**config.mk**
```make
export PLATFORM = sky130hd
export DESIGN_NAME = mmss_timer_core
export DESIGN_NICKNAME = d
export VERILOG_FILES = /design/src/rtl/mmss_timer_core.sv
export SDC_FILE = /design/constraint.sdc
export NUM_CORES = 1
export LEC_CHECK = 0
export ABC_AREA = 1
export CAP_MARGIN = 20
export CORE_ASPECT_RATIO = 1.25
export CORE_MARGIN = 2
export CORE_UTILIZATION = 60
export CTS_BUF_LIST = sky130_fd_sc_hd__clkbuf_16
export DETAILED_ROUTE_END_ITERATION = 7
export GPL_TIMING_DRIVEN = 0
export PLACE_DENSITY = 0.78
export RECOVER_POWER = 50
export SYNTH_ARGS = -nofsm -noshare
export SYNTH_HDL_FRONTEND = slang
export SYNTH_SLANG_ARGS = --single-unit
```
**constraint.sdc**
```tcl
create_clock -name in_clock -period 3.87 [get_ports in_clock]
set_input_delay 0.774 -clock in_clock [delete_from_list [all_inputs] [get_ports in_clock]]
set_output_delay 0.774 -clock in_clock [all_outputs]
set_load 0.02 [all_outputs]
```
**src/rtl/mmss_timer_core.sv**
```systemverilog
// MM:SS up/down timer core with countdown expiry, adjust mode and wrap flag.
// Optional lap hold of the displayed digits is enabled by defining LAP_EN.
module mmss_timer_core #(
  parameter int unsigned CLK_HZ      = 50000000,
  parameter int unsigned ADJ_HZ      = 2,
  parameter int unsigned MAX_MINUTES = 99
) (
  input  logic       in_clock,
  input  logic       in_reset,
  input  logic       in_pause,
  input  logic       in_adjust,
  input  logic       in_select,
  input  logic       in_down,
  input  logic       in_lap,
  output logic [3:0] out_minute1,
  output logic [3:0] out_minute0,
  output logic [3:0] out_second1,
  output logic [3:0] out_second0,
  output logic       out_running,
  output logic       out_expired,
  output logic       out_wrap,
  output logic       out_tick
);

  localparam int unsigned AdjDiv  = ((CLK_HZ / ADJ_HZ) >= 1) ? (CLK_HZ / ADJ_HZ) : 1;
  localparam int unsigned CntW    = (CLK_HZ > 1) ? $clog2(CLK_HZ) : 1;
  localparam int unsigned AdjW    = (AdjDiv > 1) ? $clog2(AdjDiv) : 1;
  localparam logic [CntW-1:0] CntLast = CntW'(CLK_HZ - 1);
  localparam logic [AdjW-1:0] AdjLast = AdjW'(AdjDiv - 1);
  localparam logic [7:0] MaxMm = {4'(MAX_MINUTES / 10), 4'(MAX_MINUTES % 10)};

  // Two-digit BCD helpers; callers handle the field-specific wrap points.
  function automatic logic [7:0] bcd_inc(input logic [7:0] v);
    if (v[3:0] == 4'd9) return {v[7:4] + 4'd1, 4'd0};
    else                return {v[7:4], v[3:0] + 4'd1};
  endfunction

  function automatic logic [7:0] bcd_dec(input logic [7:0] v);
    if (v[3:0] == 4'd0) return {v[7:4] - 4'd1, 4'd9};
    else                return {v[7:4], v[3:0] - 4'd1};
  endfunction

  logic [7:0]      mm_q, mm_d, ss_q, ss_d;
  logic [CntW-1:0] cnt_div_q, cnt_div_d;
  logic [AdjW-1:0] adj_div_q, adj_div_d;
  logic            running_q, running_d;
  logic            expired_q, expired_d;
  logic            wrap_q, wrap_d;
  logic            tick_q, tick_d;
  logic            pause_q;
  logic            pause_rise, cnt_tick, adj_step, next_zero;

  always_comb begin
    pause_rise = in_pause & ~pause_q;
    cnt_tick   = running_q & ~in_adjust & (cnt_div_q == CntLast);
    adj_step   = in_adjust & (adj_div_q == AdjLast);
    // Clearing on the pre-toggle running state gives a full second after resume.
    cnt_div_d  = (in_adjust | ~running_q | cnt_tick) ? '0 : cnt_div_q + CntW'(1);
    adj_div_d  = (~in_adjust | adj_step) ? '0 : adj_div_q + AdjW'(1);
    running_d  = running_q ^ pause_rise;

    mm_d      = mm_q;
    ss_d      = ss_q;
    wrap_d    = 1'b0;
    tick_d    = 1'b0;
    expired_d = expired_q;

    if (adj_step) begin
      tick_d = 1'b1;
      if (in_select) ss_d = (ss_q == 8'h59) ? 8'h00 : bcd_inc(ss_q);
      else           mm_d = (mm_q == MaxMm) ? 8'h00 : bcd_inc(mm_q);
    end else if (cnt_tick) begin
      if (!in_down) begin
        tick_d = 1'b1;
        if (ss_q == 8'h59) begin
          ss_d = 8'h00;
          if (mm_q == MaxMm) begin
            mm_d   = 8'h00;
            wrap_d = 1'b1;
          end else begin
            mm_d = bcd_inc(mm_q);
          end
        end else begin
          ss_d = bcd_inc(ss_q);
        end
      end else if ((mm_q != 8'h00) || (ss_q != 8'h00)) begin
        tick_d = 1'b1;
        if (ss_q == 8'h00) begin
          ss_d = 8'h59;
          mm_d = bcd_dec(mm_q);
        end else begin
          ss_d = bcd_dec(ss_q);
        end
      end
    end

    next_zero = (mm_d == 8'h00) && (ss_d == 8'h00);
    if (cnt_tick && in_down && next_zero) expired_d = 1'b1;
    if (adj_step && !next_zero)           expired_d = 1'b0;
    if (!in_down)                         expired_d = 1'b0;
  end

  always_ff @(posedge in_clock or posedge in_reset) begin
    if (in_reset) begin
      mm_q      <= 8'h00;
      ss_q      <= 8'h00;
      cnt_div_q <= '0;
      adj_div_q <= '0;
      running_q <= 1'b1;
      expired_q <= 1'b0;
      wrap_q    <= 1'b0;
      tick_q    <= 1'b0;
      pause_q   <= 1'b0;
    end else begin
      mm_q      <= mm_d;
      ss_q      <= ss_d;
      cnt_div_q <= cnt_div_d;
      adj_div_q <= adj_div_d;
      running_q <= running_d;
      expired_q <= expired_d;
      wrap_q    <= wrap_d;
      tick_q    <= tick_d;
      pause_q   <= in_pause;
    end
  end

  logic [7:0] disp_mm, disp_ss;

`ifdef LAP_EN
  logic       lap_in_q, lap_on_q, lap_on_d, lap_rise;
  logic [7:0] lap_mm_q, lap_mm_d, lap_ss_q, lap_ss_d;

  always_comb begin
    lap_rise = in_lap & ~lap_in_q;
    lap_on_d = lap_on_q ^ lap_rise;
    lap_mm_d = (lap_rise & ~lap_on_q) ? mm_q : lap_mm_q;
    lap_ss_d = (lap_rise & ~lap_on_q) ? ss_q : lap_ss_q;
  end

  always_ff @(posedge in_clock or posedge in_reset) begin
    if (in_reset) begin
      lap_in_q <= 1'b0;
      lap_on_q <= 1'b0;
      lap_mm_q <= 8'h00;
      lap_ss_q <= 8'h00;
    end else begin
      lap_in_q <= in_lap;
      lap_on_q <= lap_on_d;
      lap_mm_q <= lap_mm_d;
      lap_ss_q <= lap_ss_d;
    end
  end

  assign disp_mm = lap_on_q ? lap_mm_q : mm_q;
  assign disp_ss = lap_on_q ? lap_ss_q : ss_q;
`else
  logic unused_lap;
  assign unused_lap = in_lap;
  assign disp_mm    = mm_q;
  assign disp_ss    = ss_q;
`endif

  assign out_minute1 = disp_mm[7:4];
  assign out_minute0 = disp_mm[3:0];
  assign out_second1 = disp_ss[7:4];
  assign out_second0 = disp_ss[3:0];
  assign out_running = running_q;
  assign out_expired = expired_q;
  assign out_wrap    = wrap_q;
  assign out_tick    = tick_q;

endmodule

```
Word level (Yosys, flattened, before mapping):

Index checks and enable logic that the tools add are counted.

* register bits after elaboration: 72
* bits of input ports: 7
* output and inout port bits: 20
* word-level logic and storage cells: 83

* $add $sub $neg: 10
* equality and inequality tests: 7
* multiplexer cells: 33
* bitwise logic cells: 11
* reductions and logical operators: 13

Operator list (number)
* 8-bit 2-to-1 mux: 19
* 26-bit by 1-bit adder with 26-bit output, second input constant: 1
* 26-bit == test, second input constant: 1
* 26-bit 2-to-1 mux: 1
* 25-bit by 1-bit adder with 25-bit output, second input constant: 1
* 25-bit == test, second input constant: 1
* 25-bit 2-to-1 mux: 1
* 8-bit zero test: 3
* 4-bit by 1-bit adder with 4-bit output, second input constant: 4
* 8-bit nonzero test: 2
* 4-bit by 1-bit subtractor with 4-bit output, second input constant: 4
* 1-bit 2-to-1 mux: 12
* 4-bit == test, second input constant: 2
* 8-bit by 7-bit == test with 1-bit output, second input constant: 1
* 8-bit == test, second input constant: 1
* 4-bit zero test: 2
* 1-bit bitwise AND: 4
* 1-bit logical AND: 4
* 3-bit by 1-bit inequality test with 1-bit output, second input constant: 1
* 1-bit inverter: 3
* 1-bit OR: 3
* 1-bit zero test: 1
* 1-bit logical OR: 1
* 1-bit bitwise XOR: 1

Longest topological paths before layout:

* word-level depth: 13
* mapped depth: 17
* depth with buffers taken out: 17

Worst setup path after synthesis:

OpenSTA, ideal clock, no wires.

* kind: reg2reg
* from: reg ss_q[0], in the netlist disp_ss[0]
* to: reg expired_q, in the netlist out_expired
* library setup time: 0.073 ns
* arrival time: 2.102 ns
* required time: 3.797 ns
* slack: 1.695 ns
* cell stages (with the launch flop): 16
* path buffers: 1
* clock period less this slack: 2.175 ns
* cells stage by stage: dfrtp_1 -> inv_1 -> ha_1 -> nand3_4 -> nor2_4 -> buf_4 -> nand2_1 -> nand2_1 -> nand3_1 -> nand2_1 -> nand2_1 -> a22oi_2 -> nand2_1 -> nor2_1 -> nand3_1 -> a21oi_2

* word-level cells in the longest chain between the ends: 13
* elaborated cells on any way between the ends: 32
* classes of those cells: add/sub: 2; eq/ne: 3; mux: 17; reduce/logical: 10

Ends and longest elaborated chain
* from (decl): line 43 `logic [7:0] mm_q, mm_d, ss_q, ss_d;`
* from (signal assigned): line 116 `ss_q <= ss_d;`
* 4-bit by 1-bit subtractor with 4-bit output / 4-bit zero test (equally long branches): line 40, 39
* 8-bit 2-to-1 mux: line 39 `if (v[3:0] == 4'd0) return {v[7:4] - 4'd1, 4'd9};`
* 8-bit 2-to-1 mux: line 88 `if (ss_q == 8'h00) begin`
* 8-bit 2-to-1 mux: line 86 `end else if ((mm_q != 8'h00) || (ss_q != 8'h00)) begin`
* 8-bit 2-to-1 mux: line 73 `if (!in_down) begin`
* 8-bit 2-to-1 mux: line 72 `end else if (cnt_tick) begin`
* 8-bit 2-to-1 mux: line 68 `if (adj_step) begin`
* 8-bit zero test: line 97 `next_zero = (mm_d == 8'h00) && (ss_d == 8'h00);`
* 1-bit logical AND (*): line 97
* 1-bit zero test: line 99 `if (adj_step && !next_zero) expired_d = 1'b0;`
* 1-bit logical AND: line 99
* 1-bit 2-to-1 mux: line 99
* 1-bit 2-to-1 mux: line 100 `if (!in_down) expired_d = 1'b0;`
* to (signal assigned): line 120 `expired_q <= expired_d;`
* to (decl): line 47 `logic expired_q, expired_d;`

Every way passes the cells marked *; elsewhere a longest branch is shown, timed or not.
A chain may end at the register's enable or synchronous reset.

Worst setup path after layout:

* from: in in_adjust
* to: reg expired_q, in the netlist out_expired

* word-level cells in the longest chain between the ends: 11
* elaborated cells on any way between the ends: 18
* classes of those cells: eq/ne: 1; mux: 6; bitwise: 4; reduce/logical: 7

Ends and longest elaborated chain
* from (decl): line 11 `input logic in_adjust,`
* 1-bit inverter: line 55 `cnt_tick = running_q & ~in_adjust & (cnt_div_q == CntLast);`
* 1-bit bitwise AND (2 in series): line 55
* 8-bit 2-to-1 mux: line 72
* 8-bit 2-to-1 mux: line 68
* 8-bit zero test: line 97
* 1-bit logical AND: line 97
* 1-bit zero test: line 99
* 1-bit logical AND: line 99
* 1-bit 2-to-1 mux: line 99
* 1-bit 2-to-1 mux: line 100

Several ways; a longest one is shown, not always the timed one.

==> reports/qor.yml <==
cts_max_path_buffers: 2
syn_avg_cell_area_um2: 7.04
grt_first_pass_wirelength_um: 22700
num_vias: 5313
use_met2_pct: 50.6
io_pins: 27
hold_viol: 0
syn_inst: 758
numCtsBuffers: 9
dp.cells: 901
endpoint_kind: "register"
yosysWarnings: 0
slew_violations: 0
slew_headroom_pct: 2.29
synth_compound_area_share_pct: 12.7
crit_chain: "dlygate4sd3_1 > nor2_1 > inv_1 > nor2_4 > nand3_1 > a21boi_2 > nand2_1 > nor2_1 > nand3_1 > a21oi_2"
vdd_drop_max_v: 0.000374
fillers: 770
grt_max_degree: 73
ys_seq_area_share_pct: 33.8
fin_skew_ns: 0.00799
clkSinkCount: 72
layout_common_cells: "187 x nand2_1, 79 x nor2_1, 74 x nand3_1"
routed_wl_um: 13800
arrival_ns: 3.32
power_mw: 2.01
nets: 816
grt_setup_unrepaired: "false"
clk_latency_ns: 0.34
final_common_cell: "nand2_1"
whs_ns: 0.462
synth-adder-area-share_pct: 3.98
cpMaxStageDelayCell: "dlygate4sd3_1"
finalSetupViolations: 0
setup_slack_ns: 0.819
synth_flop_cell: "dfrtp_1"
wl_per_cell_um: 15.1
power_density_nw_per_um2: 334
busiest_layer: "met2"
dpl.hpwl_um: 10000
async_flop_share_pct: 100
syn_nets: 782
placed_cell_area_um2: 5720
track_usage_pct: 29.9
root_buffer: "clkbuf_16"
fmax_mhz: 328
slowest_delay_ns: 0.59
path_clk_slew_ns: 0.06
fin_setup_tns_ns: 0
ys_types: 48
instances_no_fill: 917
synth_xor_area_share_pct: 1.48
grt_use_met3_pct: 5.78
postLayoutCoreUtil_pct: 69.7
regArea_um2: 1800
drtPass1Iterations: 6
synthMuxAreaShare_pct: 0
fin_crit_ns: 3.05
multiInputGateArea_um2: 3120
startpoint_type: "input port"
worst_pin_slew_ns: 1.46
dieArea_um2: 9670
cts.repair.resized: 0
max_cap_violations: 0
core-area_um2: 8650
ys_ff_latch: 72
cts_tree: "done"
grt_pass1_vias: 4924
die_x_um: 88.4
syn2layout_area_growth_pct: 12.9
rows: 38
fp.dieH_um: 109
drc: 0
crit_type: "input port to register"
via_per_inst: 5.79
p_leak_nw: 2.62
place_ws_ns: 0.628
crit_fanout: 7
cp_data_required_time_ns: 4.14
start_util_pct: 61.7
post-cts-setup-buffers: 0
drive_gt1_share_pct: 11.9
ant_nets: 0
outcome: "completed"
fin_crit_sh_pct: 78.8
drt-initial-drc-count: 461
cts_hold_buf: 0
netlist_area_um2: 5340
use_met1_pct: 36.9
diodes: 0
synth_edf_count: 0
gp_congestion: 0.922
hold_class: "register to register"
antenna_found_initial: 0
htree_levels: 3
portBuffers: 23
synth_top_family_by_area: "simple AND/OR/NAND/NOR gates"
grt_overflow: 0
synthSimpleGateAreaFrac_pct: 40.3
fin_area_um2: 6030
-- logic make-up (layout without fill, tap and decap cells) --
| family | count (synthesis) | after routing |
|---|---|---|
| flip-flops | 72 | 72 |
| adder cells (fa/ha/maj) | 17 | 17 |
| AO/OA/AOI/OAI | 116 | 116 |
| XOR/XNOR | 9 | 9 |
| AND/OR/NAND/NOR | 444 | 444 |
| buffers and inverters | 100 | 139 |
-- cell usage after synthesis, types with 2 or more instances --
| library cell | instances | area (um^2) |
|---|---|---|
| ha_1 | 17 | 213 |
| nand3_2 | 10 | 100 |
| nor4_1 | 6 | 37.5 |
| nor3_2 | 5 | 50.1 |
| nor2_1 | 79 | 297 |
| a21oi_2 | 8 | 70.1 |
| nor2_2 | 6 | 37.5 |
| a22oi_2 | 2 | 25.0 |
| o21ai_0 | 39 | 195 |
| nor3_1 | 21 | 105 |
| clkbuf_1 | 9 | 33.8 |
| nand3_4 | 2 | 35.0 |
| inv_2 | 10 | 37.5 |
| a21oi_1 | 47 | 235 |
| clkinv_1 | 2 | 7.51 |
| nand4_1 | 23 | 144 |
| buf_4 | 3 | 22.5 |
| dfrtp_1 | 71 | 1780 |
| o31ai_1 | 2 | 15.0 |
| nand3_1 | 74 | 370 |
| o21a_1 | 2 | 15.0 |
| buf_6 | 3 | 33.8 |
| nand2_2 | 11 | 68.8 |
| nor2_4 | 12 | 135 |
| o211ai_1 | 7 | 52.6 |
| a31oi_1 | 3 | 18.8 |
| buf_2 | 3 | 15.0 |
| inv_1 | 68 | 255 |
| nand2_1 | 187 | 702 |
| xor2_1 | 8 | 70.1 |
-- registers in the layout, indices dropped and copies added, names as in the netlist --
signal,count
out_tick,1
adj_div_q,25
out_expired,1
out_running,1
cnt_div_q,26
disp_ss,8
pause_q,1
out_wrap,1
disp_mm,8
-- final cells by class --
class / count / share of cell area (%)
Multi-Input combinational cell: 586 / 51.8
Sequential cell: 72 / 29.9
Inverter: 81 / 5.06
Timing Repair Buffer: 23 / 3.82
Clock buffer: 9 / 3.74
Tap cell: 120 / 2.49
Buffer: 19 / 1.81
Clock inverter: 7 / 1.41
-- critical path, delay by kind of cell --
family | cells | cell delay (ns)
AO/OA/AOI/OAI | 2 | 0.31
buffers and inverters | 2 | 0.87
AND/OR/NAND/NOR | 6 | 1.36
-- layer usage --
layer	up-vias	wire length [um]
met2	237	6890
met4	0	373
li1	2594	-
met3	36	873
met5	-	0
met1	2446	5700
-- where the power goes --
part           internal [mW]  switching (mW)  leakage (nW)
clock network          0.558           0.317         0.152
registers              0.781          0.0306         0.962
logic                  0.105           0.220          1.50
-- worst paths after layout --
kind                               from  cells past startpoint  slack (ns)       endpoint
max                           in_adjust                     10        0.82    out_expired
min                        adj_div_q[0]                      1        0.46   adj_div_q[0]
max reg2reg                  disp_ss[0]                     14        1.23    out_expired
min reg2reg                adj_div_q[0]                      1        0.46   adj_div_q[0]
max in group asynchronous      in_reset                      2        1.68   adj_div_q[2]
min in group asynchronous      in_reset                      2        1.32  cnt_div_q[22]
(Power assumes the default switching activity.)
